--- config.mk ---
export PLATFORM = sky130hd
export DESIGN_NAME = posit_divsqrt_issue
export DESIGN_NICKNAME = d
export VERILOG_FILES = /design/src/rtl/posit_divsqrt_issue.sv
export SDC_FILE = /design/constraint.sdc
export NUM_CORES = 1
export LEC_CHECK = 0
export ABC_AREA = 1
export BUFFER_PORTS_ARGS = -buffer_cell sky130_fd_sc_hd__buf_4
export CAP_MARGIN = 20
export CORE_ASPECT_RATIO = 0.9
export CORE_MARGIN = 5
export CORE_UTILIZATION = 45
export CTS_BUF_LIST = sky130_fd_sc_hd__clkbuf_4
export CTS_CLUSTER_SIZE = 20
export DETAILED_ROUTE_END_ITERATION = 10
export HOLD_SLACK_MARGIN = 0.03
export PLACE_DENSITY = 0.77
export SYNTH_ARGS = -nofsm -noshare
export SYNTH_HDL_FRONTEND = slang
export SYNTH_SLANG_ARGS = --single-unit
--- constraint.sdc ---
create_clock -name Clk_CI -period 6.75 [get_ports Clk_CI]
set_input_delay 1.35 -clock Clk_CI [delete_from_list [all_inputs] [get_ports Clk_CI]]
set_output_delay 1.35 -clock Clk_CI [all_outputs]
set_load 0.005 [all_outputs]
--- src/rtl/posit_divsqrt_issue.sv ---
// Request sequencer in front of the posit div/sqrt wrapper.
// Queues tagged requests, issues one at a time with a single-cycle start
// pulse, waits for Done and hands the tagged result back downstream.
//
// Handshakes: on both the request and the result channel a beat transfers
// on a rising edge where valid and ready are both high. Valid is never
// withdrawn before it transfers, except by flush or reset. Ready may depend
// on internal state only, never combinationally on the same channel's valid.
module posit_divsqrt_issue #(
  parameter int N     = 32,
  parameter int DEPTH = 2,
  parameter int TAG_W = 4,
  parameter int RM_W  = 3
) (
  input  logic             Clk_CI,
  input  logic             Rst_RI,
  input  logic             Flush_SI,
  input  logic             In_valid_SI,
  output logic             In_ready_SO,
  input  logic             In_op_SI,
  input  logic [N-1:0]     In_a_DI,
  input  logic [N-1:0]     In_b_DI,
  input  logic [RM_W-1:0]  In_rm_DI,
  input  logic [TAG_W-1:0] In_tag_DI,
  output logic             Div_start_SO,
  output logic             Sqrt_start_SO,
  output logic [N-1:0]     Operand_a_DO,
  output logic [N-1:0]     Operand_b_DO,
  output logic [RM_W-1:0]  RM_SO,
  output logic             Kill_SO,
  input  logic             Ready_SI,
  input  logic             Done_SI,
  input  logic [N-1:0]     Result_DI,
  input  logic [4:0]       Fflags_DI,
  output logic             Out_valid_SO,
  input  logic             Out_ready_SI,
  output logic [N-1:0]     Out_result_DO,
  output logic [4:0]       Out_fflags_DO,
  output logic [TAG_W-1:0] Out_tag_DO,
  output logic [1:0]       Dbg_state_SO
);

  localparam int AW = $clog2(DEPTH);
  localparam int CW = AW + 1;

  typedef enum logic [1:0] {IDLE, ISSUE, WAIT, RESP} state_e;

  typedef struct packed {
    logic             op;
    logic [N-1:0]     a;
    logic [N-1:0]     b;
    logic [RM_W-1:0]  rm;
    logic [TAG_W-1:0] tag;
  } req_t;

  state_e           state;
  req_t             mem [DEPTH];
  req_t             in_req;
  req_t             head;
  logic [AW-1:0]    wr_ptr;
  logic [AW-1:0]    rd_ptr;
  logic [CW-1:0]    count;
  logic             fifo_empty;
  logic             push;
  logic             pop;
  logic [TAG_W-1:0] issue_tag;

  assign in_req      = '{op: In_op_SI, a: In_a_DI, b: In_b_DI, rm: In_rm_DI, tag: In_tag_DI};
  assign head        = mem[rd_ptr];
  assign fifo_empty  = (count == '0);
  // Ready comes from the registered count only, so a pop never reaches it combinationally.
  assign In_ready_SO = (count != CW'(DEPTH));
  assign push        = In_valid_SI & In_ready_SO & ~Flush_SI;
  assign pop         = (state == IDLE) & ~fifo_empty & Ready_SI & ~Flush_SI;
  assign Dbg_state_SO = state;

  // Request storage: written on accept, no reset needed since count guards reads.
  always_ff @(posedge Clk_CI) begin
    if (push) mem[wr_ptr] <= in_req;
  end

  // FIFO pointers and occupancy; flush empties the queue and ignores a same-cycle push.
  always_ff @(posedge Clk_CI) begin
    if (Rst_RI || Flush_SI) begin
      wr_ptr <= '0;
      rd_ptr <= '0;
      count  <= '0;
    end else begin
      if (push) wr_ptr <= wr_ptr + AW'(1);
      if (pop)  rd_ptr <= rd_ptr + AW'(1);
      case ({push, pop})
        2'b10:   count <= count + CW'(1);
        2'b01:   count <= count - CW'(1);
        default: count <= count;
      endcase
    end
  end

  // Issue FSM with registered start/kill pulses, held operands and captured result.
  always_ff @(posedge Clk_CI) begin
    if (Rst_RI) begin
      state         <= IDLE;
      Div_start_SO  <= 1'b0;
      Sqrt_start_SO <= 1'b0;
      Kill_SO       <= 1'b0;
      Out_valid_SO  <= 1'b0;
      Operand_a_DO  <= '0;
      Operand_b_DO  <= '0;
      RM_SO         <= '0;
      issue_tag     <= '0;
      Out_result_DO <= '0;
      Out_fflags_DO <= '0;
      Out_tag_DO    <= '0;
    end else begin
      Div_start_SO  <= 1'b0;
      Sqrt_start_SO <= 1'b0;
      Kill_SO       <= 1'b0;
      if (Flush_SI) begin
        // Only an operation the wrapper has actually been started on needs killing.
        Kill_SO      <= (state == ISSUE) || (state == WAIT);
        Out_valid_SO <= 1'b0;
        state        <= IDLE;
      end else begin
        case (state)
          IDLE: begin
            if (pop) begin
              Operand_a_DO  <= head.a;
              Operand_b_DO  <= head.op ? '0 : head.b;
              RM_SO         <= head.rm;
              issue_tag     <= head.tag;
              Div_start_SO  <= ~head.op;
              Sqrt_start_SO <= head.op;
              state         <= ISSUE;
            end
          end
          ISSUE: state <= WAIT;
          WAIT: begin
            if (Done_SI) begin
              Out_result_DO <= Result_DI;
              Out_fflags_DO <= Fflags_DI;
              Out_tag_DO    <= issue_tag;
              Out_valid_SO  <= 1'b1;
              state         <= RESP;
            end
          end
          RESP: begin
            if (Out_ready_SI) begin
              Out_valid_SO <= 1'b0;
              state        <= IDLE;
            end
          end
          default: state <= IDLE;
        endcase
      end
    end
  end

endmodule
## Word level (Yosys, flattened, before mapping)

Memory sizes are Yosys's and may differ from the RTL's. A register that Yosys moved wholly into a read port is not among the register bits.
Index checks and enable logic that the tools add are counted.

- Register bits: 122
- Bits in writable memories: 144
- Logic and storage cells: 65
- Memories kept: 1
- Output and inout port bits: 115

- $add $sub $neg: 4
- Reductions and logical operators: 13
- Bitwise operators: 10
- Eq/ne operators: 9
- Muxes and demuxes: 13

Memory list:

| name | depth | width | rd ports | clocked after memory_dff | write ports | line | source |
|---|---|---|---|---|---|---|---|
| mem | 2 | 72 | 1 | 1 | 1 | 57 | `req_t mem [DEPTH];` |

Operators by type and width:

| cell | number |
|---|---|
| two-way mux 32 bit | 1 |
| AND reduction 3 bit | 4 |
| inequality test 2 bit (second input constant) | 4 |
| one-hot mux 2 bit (4 select lines) | 1 |
| equality test 2 bit (second input constant) | 3 |
| two-way mux 1 bit | 6 |
| two-way mux 2 bit | 3 |
| AND 1 bit | 5 |
| NOT 1 bit | 5 |
| equality test 2 x 1 -> 1 bit (second input constant) | 2 |
| zero test 2 bit | 2 |
| one-hot mux 2 bit (2 select lines) | 1 |
| nonzero test 2 bit | 2 |
| OR reduction 2 bit | 2 |
| OR reduction 4 bit | 1 |
| adder 1 bit (second input constant) | 2 |
| adder 2 x 1 -> 2 bit (second input constant) | 1 |
| logical OR 1 bit | 2 |
| one-hot mux 1 bit (2 select lines) | 1 |
| subtractor 2 x 1 -> 2 bit (second input constant) | 1 |

## Logic depth before layout (Yosys ltp)

- Depth in word-level cells: 7
- Gate-level depth with buffers: 13
- Mapped depth without buffers: 11

## Least setup slack after synthesis

OpenSTA, ideal clock, no wires.

- Kind: input to register
- From: in Flush_SI
- To: mem mem[0][0] in the netlist's numbering (enable)
- Data required time: 6.247 ns
- Path buffers: 0
- Stages: 3
- Slack: 1.649 ns
- Arrival time: 4.598 ns
- Cells stage by stage: inv_2 nand3_1 nor2_1

- Longest elaborated chain between the ends: 4

Ends and longest elaborated chain:

| element | line | source |
|---|---|---|
| from (decl) | 17 | `input logic Flush_SI,` |
| NOT 1 bit (no source line) | -- |  |
| AND 1 bit | 73 | `assign push = In_valid_SI & In_ready_SO & ~Flush_SI;` |
| two-way mux 1 bit | 79 | `if (push) mem[wr_ptr] <= in_req;` |
| two-way mux 1 bit (not written as such) | 79 |  |
| to (decl) | 57 |  |

No other way between the ends.

## Worst setup path in the final report

- From: in Flush_SI
- To: mem mem[0][26] in the netlist's numbering (enable)

Same word-level chain as after synthesis.

==> impl_metrics.toml <==
[timing]
finalCritPeriodShare = 0.462
finalMaxSlewViolations = 0
worst_pin_slew_ns = 1.08
grt_setup_unrepaired = "false"
layout_min_cycle_time_ns = 3.12
clock_skew_ns = 0.0200
finalHoldViolCount = 0
max_freq_mhz = 321
max_slew_margin = 0.275
worst_slack_ns = 3.63
setup_viol = 0
fin_tns_setup_ns = 0

[cells_and_area]
layout-drive-gt1-share = 0.295
areaGrowthSynthToFinish_pct = 28.5
n_fill_cell = 1872
nets = 1313
postLayoutCellArea_um2 = 12600

[drt]
drc_errors = 0
routed_wirelength_um = 22800
wire_per_inst_um = 14.9
vias = 7288
ant_nets = 0
drt_iter0_drc = 435
via_per_inst = 4.75
drt-pass1-iter-count = 5

[pwr]
finalPower_mw = 3.31
power_density_nw_per_um2 = 263
vdd_drop_max_mv = 0.129
power_leakage_nw = 5.25

[logic_synthesis]
ys_ff_latch = 267
synth_fp_nets = 1058
async_flop_share = 0
ys.flop_type = "edfxtp_1"
ys_seq_area_frac = 0.694
syn_area_um2 = 9770
synthCells = 937
ys_warn_count = 0
synth_edf_count = 144
ys_types = 23
avgSynthCellArea_um2 = 10.4

[worst_setup_path]
rrSetupSlack_ns = 4.08
slowest_delay_ns = 0.90
required_ns = 6.99
worst-r2r-cell-count = 5
r2r-end = "mem[0][26]"
path_delay_family = "simple AND/OR/NAND/NOR gates"
crit_path_end = "mem[0][26]"
arrival_ns = 3.36
critPathLaunch = "Flush_SI"
criticalPathCategory = "input port to register"
cp.depth = 5
end_kind = "register"
critPathMaxFanout = 39
crit_path_start_kind = "input port"
critPathSlowestCell = "nor2_4"
rr_startpoint = "count[0]"
path_cells = "buf_4, inv_2, nand3_1, nor2_4, buf_4"
critPathBufInv = 3
path_common_cell = "buf_4"

[floorplan]
ioPinCount = 231
dieArea_um2 = 24800
die_h_um = 150
initial_core_util = 0.454
fp-row-count = 51
fp.dieW_um = 165
coreArea_um2 = 21500

[hold_path]
min_path_type = "register to register"

[placement]
io_buffers = 230
post-place-ws_ns = 2.96
place.gp.congestion = 0.751
dpl.hpwl_um = 14400
dpl_cell_area_um2 = 11600

[clock_network]
clock_sinks = 267
cts_root_buf = "clkbuf_4"
clock_latency_ns = 0.62
clkTransAtPathRegs_ns = 0.07
ctsHtreeMaxLevel = 3
tritoncts = "built"
clock_path_buffers = 3
cts_resized = 0
postCtsSetupRepairBufs = 0
ctsHoldBuffers = 0
cts_inserted_buffers = 69

[global_routing]
antenna_found_initial = 1
track_usage = 0.181
grt_max_degree = 97
grt_remaining_overflow = 0
grt_pass1_wl_um = 35500
grt_pass1_vias = 7109

[flow_run]
cap_viol_max_count = 0

[outcome]
outcome = "finished, final reports clean"
==> cells in the mapped netlist, drive strengths merged, types with 5 or more instances <==
cell type,count,area (µm²)
nand3,37,198
buf,28,205
nor2,172,651
inv,88,330
edfxtp,144,4320
a21oi,32,160
o21ai,164,825
ha,5,62.6
clkbuf,25,93.8
nand2,115,434
dfxtp,123,2460
==> how the worst min path moves through the flow <==
stage	end	cells after the start	slack (ns)	startpoint
2_1_floorplan	register	1	0.43	rd_ptr
3_3_place_gp	rd_ptr	1	0.43	rd_ptr
3_5_place_dp	register	1	0.44	rd_ptr
4_1_cts	rd_ptr	1	0.45	rd_ptr
5_1_grt	Operand_b_DO[18]	2	0.48	Operand_b_DO[18]
6_report	rd_ptr	1	0.46	rd_ptr
==> report_power, final <==
part	internal, mW	switching (mW)
logic	0.0735	0.0826
clock network	0.775	0.617
registers	1.75	0.0121
total	2.60	0.711
==> flip-flops by register name (all words and copies together) (netlist names), named ones only <==
name           count
Kill_SO            1
RM_SO              3
Div_start_SO       1
issue_tag          4
Out_tag_DO         4
count              2
Dbg_state_SO       2
Sqrt_start_SO      1
wr_ptr             1
Operand_b_DO      32
Out_valid_SO       1
rd_ptr             1
Out_result_DO     32
mem              144
Out_fflags_DO      5
Operand_a_DO      32
==> final cells by class <==
| class | instances | area [µm²] | share of cell area |
|---|---|---|---|
| Timing Repair Buffer | 237 | 1800 | 0.143 |
| Inverter | 88 | 330 | 0.0263 |
| Tap cell | 291 | 364 | 0.0290 |
| Antenna cell | 1 | 2.50 | 0.000199 |
| Multi-Input combinational cell | 529 | 2380 | 0.189 |
| Sequential cell | 267 | 6790 | 0.541 |
| Clock inverter | 12 | 72.6 | 0.00578 |
| Clock buffer | 110 | 826 | 0.0657 |
==> layer usage <==
metal  part of all wire  wire [µm]  vias to the layer above  global-route usage
li1                   -          -                     3653                   -
met1               0.41       9250                     3335               0.212
met2               0.49      11100                      239               0.303
met3              0.076       1740                       61              0.0556
met4              0.030        683                        0              0.0854
met5                  0          0                        -                   0
==> metrics by stage <==
stage               hold WS, ns  utilization  std cells
finish                    0.458        0.584       1535
CTS                       0.450        0.583       1533
global placement          0.434        0.541       1411
detailed placement        0.437        0.541       1411
floorplan                 0.425            -        937
global route              0.484        0.584       1535
==> worst register-to-register path, cell delays in order, from the launching register on <==
cell and delay (ns):
dfxtp_1 0.36, inv_2 0.07, nand2_1 0.10, nand3_1 0.24
nor2_4 0.90, buf_4 0.62
==> kinds of logic (layout without fill, tap and decap cells) <==
group / count (synthesis) / count (layout) / synth area share
AO/OA/AOI/OAI: 197 / 197 / 0.102
adder cells (fa/ha/maj): 5 / 5 / 0.00640
buffers and inverters: 141 / 447 / 0.0644
flip-flops: 267 / 267 / 0.694
other: 0 / 1 / 0
AND/OR/NAND/NOR: 327 / 327 / 0.133
==> cell usage in the layout, fill, tap and decap left out, types with 10 or more instances in the layout <==
| cell type | count |
|---|---|
| a21oi_1 | 32 |
| buf_4 | 236 |
| clkbuf_4 | 110 |
| dfxtp_1 | 122 |
| edfxtp_1 | 144 |
| inv_1 | 82 |
| inv_2 | 10 |
| nand2_1 | 114 |
| nand3_1 | 36 |
| nor2_1 | 168 |
| o21ai_0 | 85 |
| o21ai_1 | 78 |
(Power assumes the default switching activity.)
